[src/rtl/mem_port_arbiter_pkg.sv]
// Shared definitions for the IF/MEM memory port arbiter: FSM state
// encoding, grant encoding and the default watchdog limit.
package mem_port_arbiter_pkg;

   typedef enum logic [1:0] {
      ST_IDLE = 2'd0,
      ST_BUSY = 2'd1,
      ST_RESP = 2'd2
   } state_t;

   typedef enum logic {
      GNT_IF = 1'b0,
      GNT_DM = 1'b1
   } gnt_t;

   localparam int DEF_TIMEOUT_CYC = 16;

endpackage

[src/rtl/mem_port_arbiter_rr.sv]
// Two-requester round-robin pick. The grant output is combinational and
// follows the requests; last_grant only moves when the owner takes a grant.
import mem_port_arbiter_pkg::*;

module rr_arbiter2 (
   input  logic clk,
   input  logic rst_n,
   input  logic req_if,
   input  logic req_dm,
   input  logic take,
   output logic grant,
   output logic any_req
);

   gnt_t last_grant;
   gnt_t pick;

   // Lone requester wins; on contention the one not served last wins.
   always_comb begin
      pick = GNT_IF;
      if (req_dm && !req_if)
         pick = GNT_DM;
      else if (req_dm && req_if)
         pick = (last_grant == GNT_IF) ? GNT_DM : GNT_IF;
   end

   assign grant   = pick;
   assign any_req = req_if | req_dm;

   // Remember the winner so the next contended pick goes the other way.
   always_ff @(posedge clk or negedge rst_n) begin
      if (!rst_n)
         last_grant <= GNT_IF;
      else if (take)
         last_grant <= pick;
   end

endmodule

[src/rtl/mem_port_arbiter.sv]
// Shares one single-ported memory between the IF and MEM stage requesters.
//
// Handshake: a requester raises req with its address (and we/wdata) and
// holds them until its ack pulses for one cycle; the arbiter samples
// requests only in IDLE, so a req still high during its own ack cycle is
// not re-granted. Toward memory, mem_en and the mem_* fields stay stable
// until mem_ack pulses (or the watchdog gives up); mem_ack outside an
// access is ignored.
import mem_port_arbiter_pkg::*;

module mem_port_arbiter #(
   parameter int ADDR_W      = 32,
   parameter int DATA_W      = 32,
   parameter int TIMEOUT_CYC = DEF_TIMEOUT_CYC,
   parameter int CNT_W       = 16
) (
   input  logic              clk_i,
   input  logic              rst_i,
   input  logic              if_req_i,
   input  logic [ADDR_W-1:0] if_addr_i,
   output logic              if_ack_o,
   output logic [DATA_W-1:0] if_data_o,
   input  logic              dm_req_i,
   input  logic              dm_we_i,
   input  logic [ADDR_W-1:0] dm_addr_i,
   input  logic [DATA_W-1:0] dm_wdata_i,
   output logic              dm_ack_o,
   output logic [DATA_W-1:0] dm_rdata_o,
   output logic              err_o,
   output logic              mem_en_o,
   output logic              mem_we_o,
   output logic [ADDR_W-1:0] mem_addr_o,
   output logic [DATA_W-1:0] mem_wdata_o,
   input  logic [DATA_W-1:0] mem_rdata_i,
   input  logic              mem_ack_i,
   output logic              stall_o,
   output logic [CNT_W-1:0]  conflict_cnt_o
);

   // Watchdog counter is sized to hold TIMEOUT_CYC-1; it is unused when 0.
   localparam int WD_W = (TIMEOUT_CYC < 2) ? 1 : $clog2(TIMEOUT_CYC + 1);
   localparam logic [WD_W-1:0] WD_LAST = WD_W'(TIMEOUT_CYC - 1);

   state_t            state;
   gnt_t              gnt_q;
   logic [WD_W-1:0]   wd_cnt;
   logic              pick;
   logic              any_req;
   logic              take;

   assign take = (state == ST_IDLE) && any_req;

   rr_arbiter2 u_rr (
      .clk     (clk_i),
      .rst_n   (rst_i),
      .req_if  (if_req_i),
      .req_dm  (dm_req_i),
      .take    (take),
      .grant   (pick),
      .any_req (any_req)
   );

   // Access FSM: grant in IDLE, wait for memory or watchdog in BUSY,
   // pulse the owner's ack (and err on timeout) in RESP.
   always_ff @(posedge clk_i or negedge rst_i) begin
      if (!rst_i) begin
         state       <= ST_IDLE;
         gnt_q       <= GNT_IF;
         wd_cnt      <= '0;
         mem_en_o    <= 1'b0;
         mem_we_o    <= 1'b0;
         mem_addr_o  <= '0;
         mem_wdata_o <= '0;
         if_ack_o    <= 1'b0;
         dm_ack_o    <= 1'b0;
         err_o       <= 1'b0;
         if_data_o   <= '0;
         dm_rdata_o  <= '0;
      end else begin
         case (state)
            ST_IDLE: begin
               if (any_req) begin
                  gnt_q    <= gnt_t'(pick);
                  mem_en_o <= 1'b1;
                  wd_cnt   <= '0;
                  state    <= ST_BUSY;
                  if (pick == GNT_DM) begin
                     mem_we_o    <= dm_we_i;
                     mem_addr_o  <= dm_addr_i;
                     mem_wdata_o <= dm_wdata_i;
                  end else begin
                     mem_we_o    <= 1'b0;
                     mem_addr_o  <= if_addr_i;
                     mem_wdata_o <= '0;
                  end
               end
            end
            ST_BUSY: begin
               wd_cnt <= wd_cnt + 1'b1;
               if (mem_ack_i) begin
                  mem_en_o <= 1'b0;
                  state    <= ST_RESP;
                  if (gnt_q == GNT_IF) begin
                     if_ack_o  <= 1'b1;
                     if_data_o <= mem_rdata_i;
                  end else begin
                     dm_ack_o <= 1'b1;
                     if (!mem_we_o)
                        dm_rdata_o <= mem_rdata_i;
                  end
               end else if (TIMEOUT_CYC != 0 && wd_cnt == WD_LAST) begin
                  mem_en_o <= 1'b0;
                  state    <= ST_RESP;
                  err_o    <= 1'b1;
                  if (gnt_q == GNT_IF)
                     if_ack_o <= 1'b1;
                  else
                     dm_ack_o <= 1'b1;
               end
            end
            ST_RESP: begin
               if_ack_o <= 1'b0;
               dm_ack_o <= 1'b0;
               err_o    <= 1'b0;
               state    <= ST_IDLE;
            end
            default: state <= ST_IDLE;
         endcase
      end
   end

   // Count cycles where both stages wait on each other; sticks at all-ones.
   always_ff @(posedge clk_i or negedge rst_i) begin
      if (!rst_i)
         conflict_cnt_o <= '0;
      else if (if_req_i && dm_req_i && !if_ack_o && !dm_ack_o &&
               conflict_cnt_o != {CNT_W{1'b1}})
         conflict_cnt_o <= conflict_cnt_o + 1'b1;
   end

   assign stall_o = (if_req_i & ~if_ack_o) | (dm_req_i & ~dm_ack_o);

endmodule

[config.mk]
export PLATFORM = sky130hd
export DESIGN_NAME = mem_port_arbiter
export DESIGN_NICKNAME = d
export VERILOG_FILES = /design/src/rtl/mem_port_arbiter_pkg.sv /design/src/rtl/mem_port_arbiter_rr.sv /design/src/rtl/mem_port_arbiter.sv
export SDC_FILE = /design/constraint.sdc
export NUM_CORES = 1
export LEC_CHECK = 0
export CAP_MARGIN = 20
export CORE_MARGIN = 4
export CORE_UTILIZATION = 32
export DETAILED_ROUTE_END_ITERATION = 10
export MAX_ROUTING_LAYER = met4
export SYNTH_ARGS = -nofsm -noshare
export SYNTH_HDL_FRONTEND = slang
export SYNTH_SLANG_ARGS = --single-unit
[constraint.sdc]
create_clock -name clk_i -period 5.1 [get_ports clk_i]
set_clock_uncertainty 0.2 [all_clocks]
set_input_delay 0.51 -clock clk_i [delete_from_list [all_inputs] [get_ports clk_i]]
set_output_delay 0.51 -clock clk_i [all_outputs]
set_load 0.02 [all_outputs]
==> flow_metrics.py <==
metrics = {
    "timing": {
        "fin_tns_setup_ns": 0,
        "period_minus_slack_ns": 2.80,
        "worstMarginPinSlew_ns": 0.899,
        "max_freq_mhz": 358,
        "rsz0062_at_grt": "false",
        "slew_headroom_pct": 39.8,
        "hold_violations": 0,
        "min_period_over_period_pct": 54.8,
        "worst_slack_ns": 2.30,
        "setup-violations-final": 0,
        "slew_violations": 0,
    },
    "place": {
        "dpl.hpwl_um": 13900,
        "gp_congestion": 0.748,
        "portBuffers": 283,
        "dpl_worst_slack_ns": 2.01,
    },
    "cells_and_area": {
        "diodes": 0,
        "nets": 913,
        "drive_gt1_share_pct": 14.5,
        "area_growth_pct": 59.1,
        "finish.utilization_pct": 52.0,
    },
    "route": {
        "detail-route-antenna-nets": 0,
        "post_drt_via_cell_ratio": 4.64,
        "wl_per_cell_um": 17.6,
        "via_count": 4876,
        "drt_first_pass_iters": 4,
        "drt_iter0_markers": 95,
        "wl_um": 18500,
        "remaining_drc_errors": 0,
    },
    "clock_network": {
        "cts_buffer_depth": 2,
        "clk_latency_ns": 0.41,
        "clk_pin_slew_ns": 0.06,
        "cts_tree": "built",
        "cts_post_setup_buffers_inserted": 0,
        "htree_levels": 4,
        "numCtsBuffers": 17,
        "cts_root_buffer": "clkbuf_16",
        "cts_sinks": 157,
    },
    "setup_path": {
        "critical_path_class": "in -> out",
        "regToRegSetupSlack_ns": 2.86,
        "crit_slowest_cell": "clkdlybuf4s50_1",
        "worstSetupStartpointType": "primary input",
        "worst_ep_required_time_ns": 4.39,
        "arrival_ns": 2.09,
        "crit_family": "buffers and inverters",
        "worstPathCellList": "clkdlybuf4s50_1 > inv_1 > o22ai_1 > clkdlybuf4s50_1",
        "worstPathMaxFanout": 6,
        "end_kind": "output pin",
        "cpMostUsedCell": "clkdlybuf4s50_1",
        "critPathBufInv": 3,
        "cpPeakStageDelay_ns": 0.68,
    },
    "synth": {
        "yosys_register_bits": 157,
        "yosysUniqueCellTypes": 39,
        "synth-seq-area-share_pct": 61.3,
        "yosysWarnings": 0,
        "syn_area_um2": 6400,
        "syn_inst": 488,
        "avgSynthCellArea_um2": 13.1,
        "synth_fp_nets": 629,
    },
    "grt": {
        "overflow": 0,
        "grt_usage_pct": 16.9,
        "antenna_found_initial": 0,
        "grt_pass1_wl_um": 28500,
        "grt_pass1_vias": 5214,
        "grt_max_degree": 118,
    },
    "worst_hold_path": {
        "min_path_type": "reg -> reg",
    },
    "flow_run": {
        "drv_cap": 0,
    },
    "die": {
        "fp.dieArea_um2": 22300,
        "initial_core_util_pct": 32.7,
        "die_y_um": 149,
        "num_rows": 51,
        "dieWidth_um": 149,
        "core_um2": 19600,
        "ios": 284,
    },
    "power": {
        "p_leak_nw": 4.40,
        "power.density_nw_per_um2": 632,
        "vdd_drop_max_uv": 293,
    },
    "run_status": {
        "run_status": "completed",
    },
}
==> metrics by stage <==
stage | total power [W] | cell area (um^2) | hold WS, ns | cells
finish | 0.00644 | 10200 | 0.279 | 1050
global route | 0.00679 | 10200 | 0.303 | 1050
CTS | 0.00651 | 10100 | 0.0957 | 1047
detailed placement | 0.00519 | 9520 | 0.271 | 1015
global placement | 0.00510 | 9520 | 0.264 | 1015
floorplan | 0.00364 | 6400 | 0.0144 | 488
==> layout make-up <==
cell class	count	area, um^2
clock buffer	17	425
inverter	12	45.0
tap	265	332
fill	1703	9400
multi-input combinational	293	2340
timing repair buffer	291	2940
sequential	157	3930
clock inverter	15	175
==> where the power goes <==
group / switching [W] / internal, W / total (W)
logic: 0.00151 / 0.00150 / 0.00301
clock network: 0.000546 / 0.000740 / 0.00129
registers: 0.000333 / 0.00181 / 0.00214
total: 0.00239 / 0.00405 / 0.00644
==> registers in the layout (all words and copies together), names as in the netlist, 2 cells and up <==
| register | flops |
|---|---|
| mem_wdata_o | 32 |
| state | 2 |
| conflict_cnt_o | 16 |
| dm_rdata_o | 32 |
| mem_addr_o | 32 |
| wd_cnt | 5 |
| if_data_o | 32 |
==> worst paths after layout <==
kind	start	to	cells after the start
worst max-delay path	if_req_i	stall_o	4
worst min-delay path	mem_addr_o[30]$_DFFE_PN0P_	mem_addr_o[30]$_DFFE_PN0P_	2
worst max register to register	state[0]$_DFFE_PN0P_	mem_addr_o[16]$_DFFE_PN0P_	5
worst min register to register	mem_addr_o[30]$_DFFE_PN0P_	mem_addr_o[30]$_DFFE_PN0P_	2
max in group asynchronous	rst_i	state[1]$_DFFE_PN0P_	3
min in group asynchronous	rst_i	dm_rdata_o[22]$_DFFE_PN0P_	2
==> repair_timing <==
item	4_1_cts	5_1_grt
gates resized for setup	0	0
hold buffers	0	1
hold endpoints to repair	0	54
==> layer usage <==
| layer | track usage, % | vias to the layer above | wire, um |
|---|---|---|---|
| met3 | 3.73 | 27 | 872 |
| met1 | 19.1 | 2394 | 7170 |
| met4 | 6.22 | 0 | 401 |
| met5 | - | - | 0 |
| met2 | 29.4 | 141 | 10100 |
| li1 | - | 2314 | - |
==> layout by cell type (no fill, tap or decap), types with 2 or more instances in the layout <==
| cell | Yosys | layout |
|---|---|---|
| a21o_1 | 2 | 2 |
| a22o_1 | 35 | 35 |
| a31oi_1 | 3 | 3 |
| buf_16 | 0 | 2 |
| buf_4 | 0 | 5 |
| bufinv_16 | 0 | 2 |
| clkbuf_16 | 0 | 17 |
| clkdlybuf4s50_1 | 0 | 282 |
| clkinvlp_4 | 0 | 2 |
| dfrtp_1 | 157 | 157 |
| ha_1 | 7 | 7 |
| inv_1 | 12 | 12 |
| inv_6 | 0 | 6 |
| inv_8 | 0 | 3 |
| mux2_2 | 66 | 66 |
| mux2i_1 | 34 | 34 |
| nand2_1 | 44 | 44 |
| nand3_1 | 6 | 6 |
| nand4_1 | 3 | 3 |
| nor2_1 | 4 | 4 |
| nor3_1 | 9 | 9 |
| nor3b_1 | 3 | 3 |
| nor4_1 | 3 | 3 |
| o21ai_0 | 41 | 41 |
| or3_1 | 2 | 2 |
| xnor2_1 | 3 | 3 |
| xor2_1 | 11 | 11 |
==> kinds of logic (layout without fill, tap and decap cells) <==
kind of cell / count (synthesis) / after routing / share of synthesized area (%)
flip-flops: 157 / 157 / 61.3
multiplexers: 100 / 100 / 16.9
AO/OA/AOI/OAI: 87 / 87 / 9.18
AND/OR/NAND/NOR: 85 / 85 / 6.94
buffers and inverters: 38 / 335 / 2.34
XOR/XNOR: 14 / 14 / 1.91
adder cells (fa/ha/maj): 7 / 7 / 1.37
==> worst min-delay path: cells and delay by family, from the launching register on <==
family	cells	cell delay, ns
DFF	1	0.34
and+or+nand+nor	1	0.04
AOI/OAI and AO/OA	1	0.06
==> synth_stat cells <==
master,n,share of area [%]
a31oi_1,3,0.29
and2_1,1,0.098
nor3_1,9,0.70
buf_1,4,0.23
a22o_1,35,4.8
xor2_1,11,1.5
a21oi_2,1,0.14
a21oi_1,1,0.078
nor4_1,3,0.29
o21ai_0,41,3.2
nor2_1,4,0.23
clkbuf_1,16,0.94
nor4_2,1,0.20
xnor2_1,3,0.41
dfrtp_1,157,61
or3b_2,1,0.14
nand4_2,1,0.20
buf_2,6,0.47
a21o_1,2,0.23
nand4b_1,1,0.14
nand2_1,44,2.6
a32o_1,1,0.16
o21a_1,1,0.12
or3_1,2,0.20
nor2b_1,1,0.098
ha_1,7,1.4
nor3b_1,3,0.35
o21ai_1,1,0.078
or3_4,1,0.18
mux2i_1,34,5.3
inv_1,12,0.70
or2_0,1,0.098
nand4bb_2,1,0.25
nor4_4,1,0.33
o22ai_1,1,0.098
nand3_1,6,0.47
mux2_2,66,12
nand4_1,3,0.29
and3_1,1,0.098
Note: power is estimated with default switching activity, not from simulation.
